### config.mk
export PLATFORM = sky130hd
export DESIGN_NAME = rgb_compositor
export DESIGN_NICKNAME = d
export VERILOG_FILES = /design/src/rtl/rgb_compositor.sv
export SDC_FILE = /design/constraint.sdc
export NUM_CORES = 1
export LEC_CHECK = 0
export ABC_AREA = 1
export CAP_MARGIN = 5
export CORE_MARGIN = 1
export CORE_UTILIZATION = 55
export CTS_CLUSTER_SIZE = 30
export DETAILED_ROUTE_END_ITERATION = 12
export GPL_TIMING_DRIVEN = 0
export PLACE_DENSITY_LB_ADDON = 0.2
export SYNTH_ARGS = -nofsm -noshare
export SYNTH_HDL_FRONTEND = slang
export SYNTH_SLANG_ARGS = --single-unit
### constraint.sdc
create_clock -name clk -period 2.1 [get_ports clk]
set_input_delay 0.315 -clock clk [delete_from_list [all_inputs] [get_ports clk]]
set_output_delay 0.315 -clock clk [all_outputs]
set_load 0.02 [all_outputs]
### src/rtl/rgb_compositor.sv
// rgb_compositor: priority overlay of NUM_LAYERS colour layers over BG, 2-cycle latency, accepts a pixel every cycle (no backpressure).
// Define RGB_COMPOSITOR_BLINK_EN to add the per-layer BLINK mask register (cfg_addr NUM_LAYERS+1) and frame counter.
module rgb_compositor #(
  parameter int NUM_LAYERS = 5,
  parameter int COLOR_W    = 12,
  parameter int BLINK_DIV  = 5
) (
  input  logic                            clk,
  input  logic                            rst_n,
  input  logic                            vidon,
  input  logic [NUM_LAYERS-1:0]           layer_on,
  input  logic [1:0]                      sync_in,
  input  logic                            frame_start,
  input  logic                            cfg_we,
  input  logic [$clog2(NUM_LAYERS+2)-1:0] cfg_addr,
  input  logic [COLOR_W-1:0]              cfg_wdata,
  output logic [COLOR_W-1:0]              rgb,
  output logic [1:0]                      sync_out
);
  localparam int AW = $clog2(NUM_LAYERS+2);

  // Reset palette is defined for 4:4:4; other widths take it zero-extended or truncated.
  function automatic logic [COLOR_W-1:0] col_default(input int idx);
    logic [11:0] v;
    case (idx)
      0:       v = 12'h0F0;
      1:       v = 12'h999;
      2:       v = 12'hFF0;
      3:       v = 12'hF00;
      default: v = 12'hFFF;
    endcase
    return COLOR_W'(v);
  endfunction

  logic [COLOR_W-1:0]    r_col [NUM_LAYERS];
  logic [COLOR_W-1:0]    r_bg;
  logic [NUM_LAYERS-1:0] w_mask;
  logic [NUM_LAYERS-1:0] r_layer1;
  logic                  r_vid1;
  logic [1:0]            r_sync1;
  logic [COLOR_W-1:0]    w_pix;

  always_ff @(posedge clk or negedge rst_n) begin
    if (!rst_n) begin
      for (int i = 0; i < NUM_LAYERS; i++) r_col[i] <= col_default(i);
      r_bg <= '0;
    end else if (cfg_we) begin
      for (int i = 0; i < NUM_LAYERS; i++)
        if (cfg_addr == AW'(i)) r_col[i] <= cfg_wdata;
      if (cfg_addr == AW'(NUM_LAYERS)) r_bg <= cfg_wdata;
    end
  end

`ifdef RGB_COMPOSITOR_BLINK_EN
  logic [BLINK_DIV:0]    r_frame_cnt;
  logic [NUM_LAYERS-1:0] r_blink;

  always_ff @(posedge clk or negedge rst_n) begin
    if (!rst_n) begin
      r_frame_cnt <= '0;
      r_blink     <= '0;
    end else begin
      if (frame_start) r_frame_cnt <= r_frame_cnt + 1'b1;
      if (cfg_we && cfg_addr == AW'(NUM_LAYERS+1)) r_blink <= cfg_wdata[NUM_LAYERS-1:0];
    end
  end

  // Counter MSB high marks the "off" half of the blink period.
  assign w_mask = r_frame_cnt[BLINK_DIV] ? r_blink : '0;
`else
  logic w_unused_frame_start;
  assign w_unused_frame_start = frame_start;
  assign w_mask = '0;
`endif

  always_ff @(posedge clk or negedge rst_n) begin
    if (!rst_n) begin
      r_vid1   <= 1'b0;
      r_layer1 <= '0;
      r_sync1  <= 2'b00;
    end else begin
      r_vid1   <= vidon;
      r_layer1 <= layer_on & ~w_mask;
      r_sync1  <= sync_in;
    end
  end

  // Walk from lowest priority upward so bit 0 wins.
  always_comb begin
    w_pix = r_bg;
    for (int i = NUM_LAYERS-1; i >= 0; i--)
      if (r_layer1[i]) w_pix = r_col[i];
  end

  always_ff @(posedge clk or negedge rst_n) begin
    if (!rst_n) begin
      rgb      <= '0;
      sync_out <= 2'b00;
    end else begin
      rgb      <= r_vid1 ? w_pix : '0;
      sync_out <= r_sync1;
    end
  end
endmodule

# After elaboration in Yosys (flattened, before gate mapping)
# Index checks and enable logic that the tools add are counted.
# classes
div_mod_pow	0
order_cmp	0
mux	6
shifts	0
add_sub_neg	0
eq_ne	5
bitwise_logic	0
n_mul	0
reduce_logical	7
# op_table
operator	n
$mux 12	6
$reduce_and 2->1	6
$eq 3x2->1 const B	2
$eq 3x3->1 const B	2
$eq 3x1->1 const B	1
$logic_not 3->1	1
# totals
mem_bits_rw	0
regBits	94
word_cells	29
mem_count	0
output_inout_bits	14
latchBits	0
romBits	0

# Depth between registers and ports, before layout
# Gate-level depths: netlist of the first run.
# depth
ltp_word	6
mapped_depth	7
depth_no_buf	6

# Least setup slack after synthesis of the first run
# OpenSTA, ideal clock, no wires.
# synth_path
path_type	reg-to-reg
start	register r_layer1[2]
end	register rgb[4]
t_arrival_ns	0.941
setup_slack_ns	1.036
period_less_slack_ns	1.064
t_required_ns	1.977
path_stages_with_launch	6
path_cell_list	dfrtp_1 inv_1 buf_1 nand3_1 nand2_1 a21oi_1
# synth_between
elab_chain_cells	4
# synth_lines
item	line	source
start, declared	38	logic [NUM_LAYERS-1:0] r_layer1;
start signal, assigned	83	r_layer1 <= layer_on & ~w_mask;
$mux 12 (3 in a row)	92	if (r_layer1[i]) w_pix = r_col[i];
$mux 12	100	rgb <= r_vid1 ? w_pix : '0;
end signal, assigned	100	
end, declared	17	output logic [COLOR_W-1:0] rgb,
# Every way passes these cells.
# A chain may end at the register's enable or synchronous reset.

# Worst setup path in the final report of the first run
# layout_path
start	register rgb[3]
end	output rgb[3]
# No word-level cell between the ends.

==> flow_summary.ini, run 1 <==
[power]
ir_drop_mv = 0.548
p_leak_nw = 2.31
powerDensity_nw_per_um2 = 881

[global_route]
grt_pass1_wl_um = 13800
grt_pass1_vias = 2862
grt_max_degree = 54
grt_overflow_total = 0
grt_usage_pct = 23.9
antenna_found_initial = 0

[logic_synthesis]
synth_top_area_cell = dfrtp_1
syn-num-nets = 473
syn_area_per_cell_um2 = 9.43
synth.distinct_cells = 20
synth.area.top_cells = dfrtp_1, dfstp_2, nand2_1
yosys.area.top_type_share_pct = 35.7
yosys_warnings = 0
ys_seq_area_share_pct = 56.9
synth_cells = 446
mappedNetlistArea_um2 = 4210
ys_ff_latch = 94

[place]
place_congestion = 0.800
port_buffers = 39
dp_hpwl_um = 6010

[worst_setup_path]
path_max_fanout = 1
cp_num_buf_inv = 1
crit_path_start_kind = register
critPathKind = register to output port
crit_path_top_delay_cell = clkdlybuf4s50_1
cp-end-kind = output port
cp_data_arrival_time_ps = 1310
path_cells = clkdlybuf4s50_1
crit_required_ps = 1780
crit_family = buffers and inverters
worst_path_largest_cell_delay_ps = 600

[drt]
drc = 0
wl_per_cell_um = 14.3
drt_iter0_markers = 172
antenna_left = 0
vias = 3082
firstDrtPassIters = 5
routed_wl_um = 8590
avgViaCountPerCell = 5.12

[clock_tree]
clockBufferDepth = 2
insertion_delay_ps = 370
clkSlewWorstSetupHoldPaths_ps = 100
htreeDepth = 3
cts_buffers = 9
cts_hold_buf = 1
post_cts_resized = 0
cts_tree = built
clock-root-buffer = clkbuf_8
postCtsSetupBuffers = 0
clock-sinks = 94

[sta]
grt_setup_unrepaired = false
hold_viol_final = 0
slew_violations = 0
tns_ps = 0
min_period_over_period_pct = 77.4
fin_crit_ps = 1620
maxSlewHeadroom_pct = 55.3
worst_pin_slew_ps = 670
max_freq_mhz = 616
fin_skew_ps = 12.2
finalSetupViolations = 0

[run_status]
outcome = finished, final reports clean

[layout]
num-nets-final = 525
drive_above_1_share_pct = 24.5
utilization_pct = 67.7
synthToLayoutAreaGrowth_pct = 18.0
diodes = 0

[worst_hold_path]
min_path_type = register to register

[floorplan]
die_w_um = 89.4
die-area_um2 = 8000
initial_core_util_pct = 57.4
io_pins = 41
dieHeight_um = 89.4
rows = 31
coreArea_um2 = 7330

[flow_run]
drv_cap = 0
final timing paths:
check	start	to	slack, ps	cells past startpoint
worst min-delay path	r_sync1[0]	sync_out[0]	360	0
worst max register to register	r_layer1[2]	rgb[4]	750	5
max in group asynchronous	rst_n	r_col[22]	870	3
min in group asynchronous	rst_n	r_layer1[4]	520	2
worst min register to register	r_sync1[0]	sync_out[0]	360	0
worst max-delay path	rgb[3]	rgb[3]	480	1
placed cells by master (no fill, tap or decap), drive strengths merged, types with 3 or more instances in the layout:
master,netlist,final
o21ai,84,84
buf,19,21
inv,43,45
clkinv,0,3
nand2,125,125
dfrtp,60,60
clkdlybuf4s50,0,38
clkbuf,4,14
dfstp,34,34
nand3,26,26
nor2,27,27
a21oi,24,24
power breakdown:
group	switching (mW)	internal [mW]
sequential	0.144	2.19
clock	0.658	0.601
combinational	0.438	0.341
total	1.24	3.13
layout make-up:
| cell class | instances | area [um2] |
|---|---|---|
| flip-flops and latches | 94 | 2390 |
| fillers | 605 | 2370 |
| multi-input cells | 286 | 1470 |
| repair buffers | 41 | 418 |
| plain buffers | 23 | 184 |
| inverters | 43 | 161 |
| clock buffers | 10 | 138 |
| well taps | 99 | 124 |
| clock inverters | 6 | 76.3 |
routing by layer:
metal / share of wire (%) / vias up / GRT usage [%]
li1: - / 1530 / -
met1: 44 / 1479 / 30.1
met2: 51 / 59 / 40.5
met3: 3.3 / 14 / 6.37
met4: 1.7 / 0 / 7.65
met5: 0 / - / 0
through the flow:
step                power (mW)  worst slack [ps]  hold slack [ps]  cells  instance area, um2
global placement          3.11             -2610              333    584                4720
floorplan                 2.87              1040             19.4    446                4210
detailed placement        3.14               373              339    585                4740
CTS                       4.40               461              362    602                4960
finish                    4.37               475              358    602                4960
global route              4.61               417              355    602                4960
synthesized netlist by cell type:
master,n
buf_1,1
nor2_1,24
nand2_4,2
inv_1,42
clkbuf_1,4
nor2_2,1
o21ai_0,20
nor2_4,2
nand3_4,2
inv_2,1
nand2_2,2
buf_2,6
nand3_1,24
buf_6,12
dfstp_2,34
a21oi_1,24
o21ai_1,21
nand2_1,121
dfrtp_1,60
o21ai_2,43
cells by family after synthesis:
family                 count (synthesis)  synth area share [%]
flip-flops                            94                  56.9
buffers and inverters                 66                  8.21
AND/OR/NAND/NOR                      178                  18.1
AO/OA/AOI/OAI                        108                  16.7
sequential cells by signal (all words and copies together), names as in the netlist:
name      cells
r_col        60
r_layer1      5
r_vid1        1
r_sync1       2
r_bg         12
sync_out      2
rgb          12
(Power assumes the default switching activity.)
==> run 2: changes to the inputs <==
==> constraint.sdc (replaced) <==
create_clock -name clk -period 1.6 [get_ports clk]
set_input_delay 0.24 -clock clk [delete_from_list [all_inputs] [get_ports clk]]
set_output_delay 0.24 -clock clk [all_outputs]
set_load 0.02 [all_outputs]
==> run 2 against run 1 <==
Compared with the run above: critical path depth unchanged; clock power increased by 32%; total power up 31%; combinational power is 31% higher; sequential share of layout area about the same; non-clock buffer count unchanged; critical endpoint unchanged; wire length up 0.42%; utilization up 0.068 points; sequential cell count did not move.
==> flow_summary.ini, run 2 (synthesis results as in run 1) <==
[sta]
hold_viol_final = 0
fin_crit_ps = 1550
fin_skew_ps = 12.9
timing.hold.ws_ps = 296
worst_pin_slew_ps = 672
finalSetupViolations = 0
grt_setup_unrepaired = false
maxSlewHeadroom_pct = 55.2
slew_violations = 0
min_period_over_period_pct = 96.9
max_freq_mhz = 645

[layout]
final_area_um2 = 4970
nFillCells = 603
num-nets-final = 525
utilization_pct = 67.7
largest_register_ffs = 60
top_regs = r_col: 60 flops, r_bg: 12 flops, rgb: 12 flops
diodes = 0
final_common_cell = nand2_1
synthToLayoutAreaGrowth_pct = 18.1
final_cell_mix = nand2_1, dfrtp_1, o21ai_2, inv_1, clkdlybuf4s50_1
regMostFlops = r_col
drive_above_1_share_pct = 24.5
fin_cells = 602

[drt]
drc = 0
vias = 3115
wl_per_cell_um = 14.3
antenna_left = 0
firstDrtPassIters = 4
avgViaCountPerCell = 5.17
routed_wl_um = 8630
drt_iter0_markers = 175

[worst_hold_path]
hp-start = sync_in[0]
min_path_type = input pin to register
hold_path_depth = 1

[run_status]
outcome = finished, final reports clean

[worst_setup_path]
crit_required_ps = 1360
r2r-start = r_layer1[1]
cp-end-kind = output port
crit_path_start_kind = register
crit_path_top_delay_cell = clkdlybuf4s50_1
cp_num_buf_inv = 1
startpoint = rgb[3]
path_cells = clkdlybuf4s50_1
path_max_fanout = 1
rr_worst_depth = 3
crit_family = buffers and inverters
critPathKind = register to output port
cp_data_arrival_time_ps = 1310
path_depth = 1
worst_path_largest_cell_delay_ps = 600

[place]
port_buffers = 39
dp.cells = 585
place_area_um2 = 4740
dp_hpwl_um = 6010
place_congestion = 0.800

[power]
powerDensity_nw_per_um2 = 1160
power.total_mw = 5.74
ir_drop_mv = 0.719
p_leak_nw = 2.34

[floorplan]
rows = 31
die-area_um2 = 8000
dieHeight_um = 89.4
die_w_um = 89.4
coreArea_um2 = 7330
io_pins = 41
initial_core_util_pct = 57.4

[clock_tree]
clock-sinks = 94
clock-root-buffer = clkbuf_8
cts_buffers = 9
cts_tree = built
htreeDepth = 3
clkSlewWorstSetupHoldPaths_ps = 100
clockBufferDepth = 2
insertion_delay_ps = 370

[flow_run]
drv_cap = 0

[global_route]
grt_usage_pct = 23.9
antenna_found_initial = 0
grt_pass1_wl_um = 13800
grt_overflow_total = 0
grt_pass1_vias = 2862
grt_max_degree = 54
-- run 2: changes by cell type in the layout (fill, tap and decap cells not counted), sizes merged --
| cell | previous run | this run |
|---|---|---|
| dlymetal6s2s | 0 | 2 |
| clkdlybuf4s50 | 38 | 36 |
-- run 2: metrics by stage --
step / setup TNS [ps] / setup WS [ps]
2_1_floorplan: 0 / 536
3_3_place_gp: -247960 / -3040
3_5_place_dp: -144 / -51.6
4_1_cts: 0 / 36.5
5_1_grt: 0 / 9.52
6_report: 0 / 49.2
-- run 2: worst paths after layout --
check	end	slack [ps]
setup / recovery	rgb[3]	50
hold / removal	r_sync1[0]	300
setup reg to reg	rgb[3]	260
hold reg to reg	sync_out[0]	360
max in group asynchronous	r_col[22]	440
min in group asynchronous	r_layer1[4]	440
-- run 2: area by class of cell --
| cell class | count | area (um2) | area share (%) |
|---|---|---|---|
| sequential | 94 | 2390 | 48.2 |
| tap | 99 | 124 | 2.49 |
| timing repair buffer | 41 | 423 | 8.52 |
| clock buffer | 10 | 138 | 2.77 |
| clock inverter | 6 | 76.3 | 1.54 |
| buffer | 23 | 184 | 3.70 |
| multi-input combinational | 286 | 1470 | 29.5 |
| inverter | 43 | 161 | 3.25 |
-- run 2: report_power, final --
| part | leakage, nW | internal, mW | total [mW] | switching [mW] |
|---|---|---|---|---|
| registers | 1.11 | 2.87 | 3.06 | 0.189 |
| logic | 1.12 | 0.447 | 1.02 | 0.573 |
| clock network | 0.109 | 0.789 | 1.66 | 0.867 |
| total | 2.34 | 4.11 | 5.74 | 1.63 |
-- run 2: layer usage --
layer	GRT usage (%)	part of all wire (%)	up-vias
met5	0	0	-
met4	7.65	1.6	0
met3	6.37	4.7	15
met2	40.5	50	74
met1	30.1	43	1496
li1	-	-	1530
-- run 2: what timing repair did --
item | CTS | global route
endpoints found under the hold margin | 40 | 0
resized for setup | 0 | 2
hold buffers | 1 | 0
endpoints found under the setup margin | 0 | 2
buffers inserted | 0 | 0
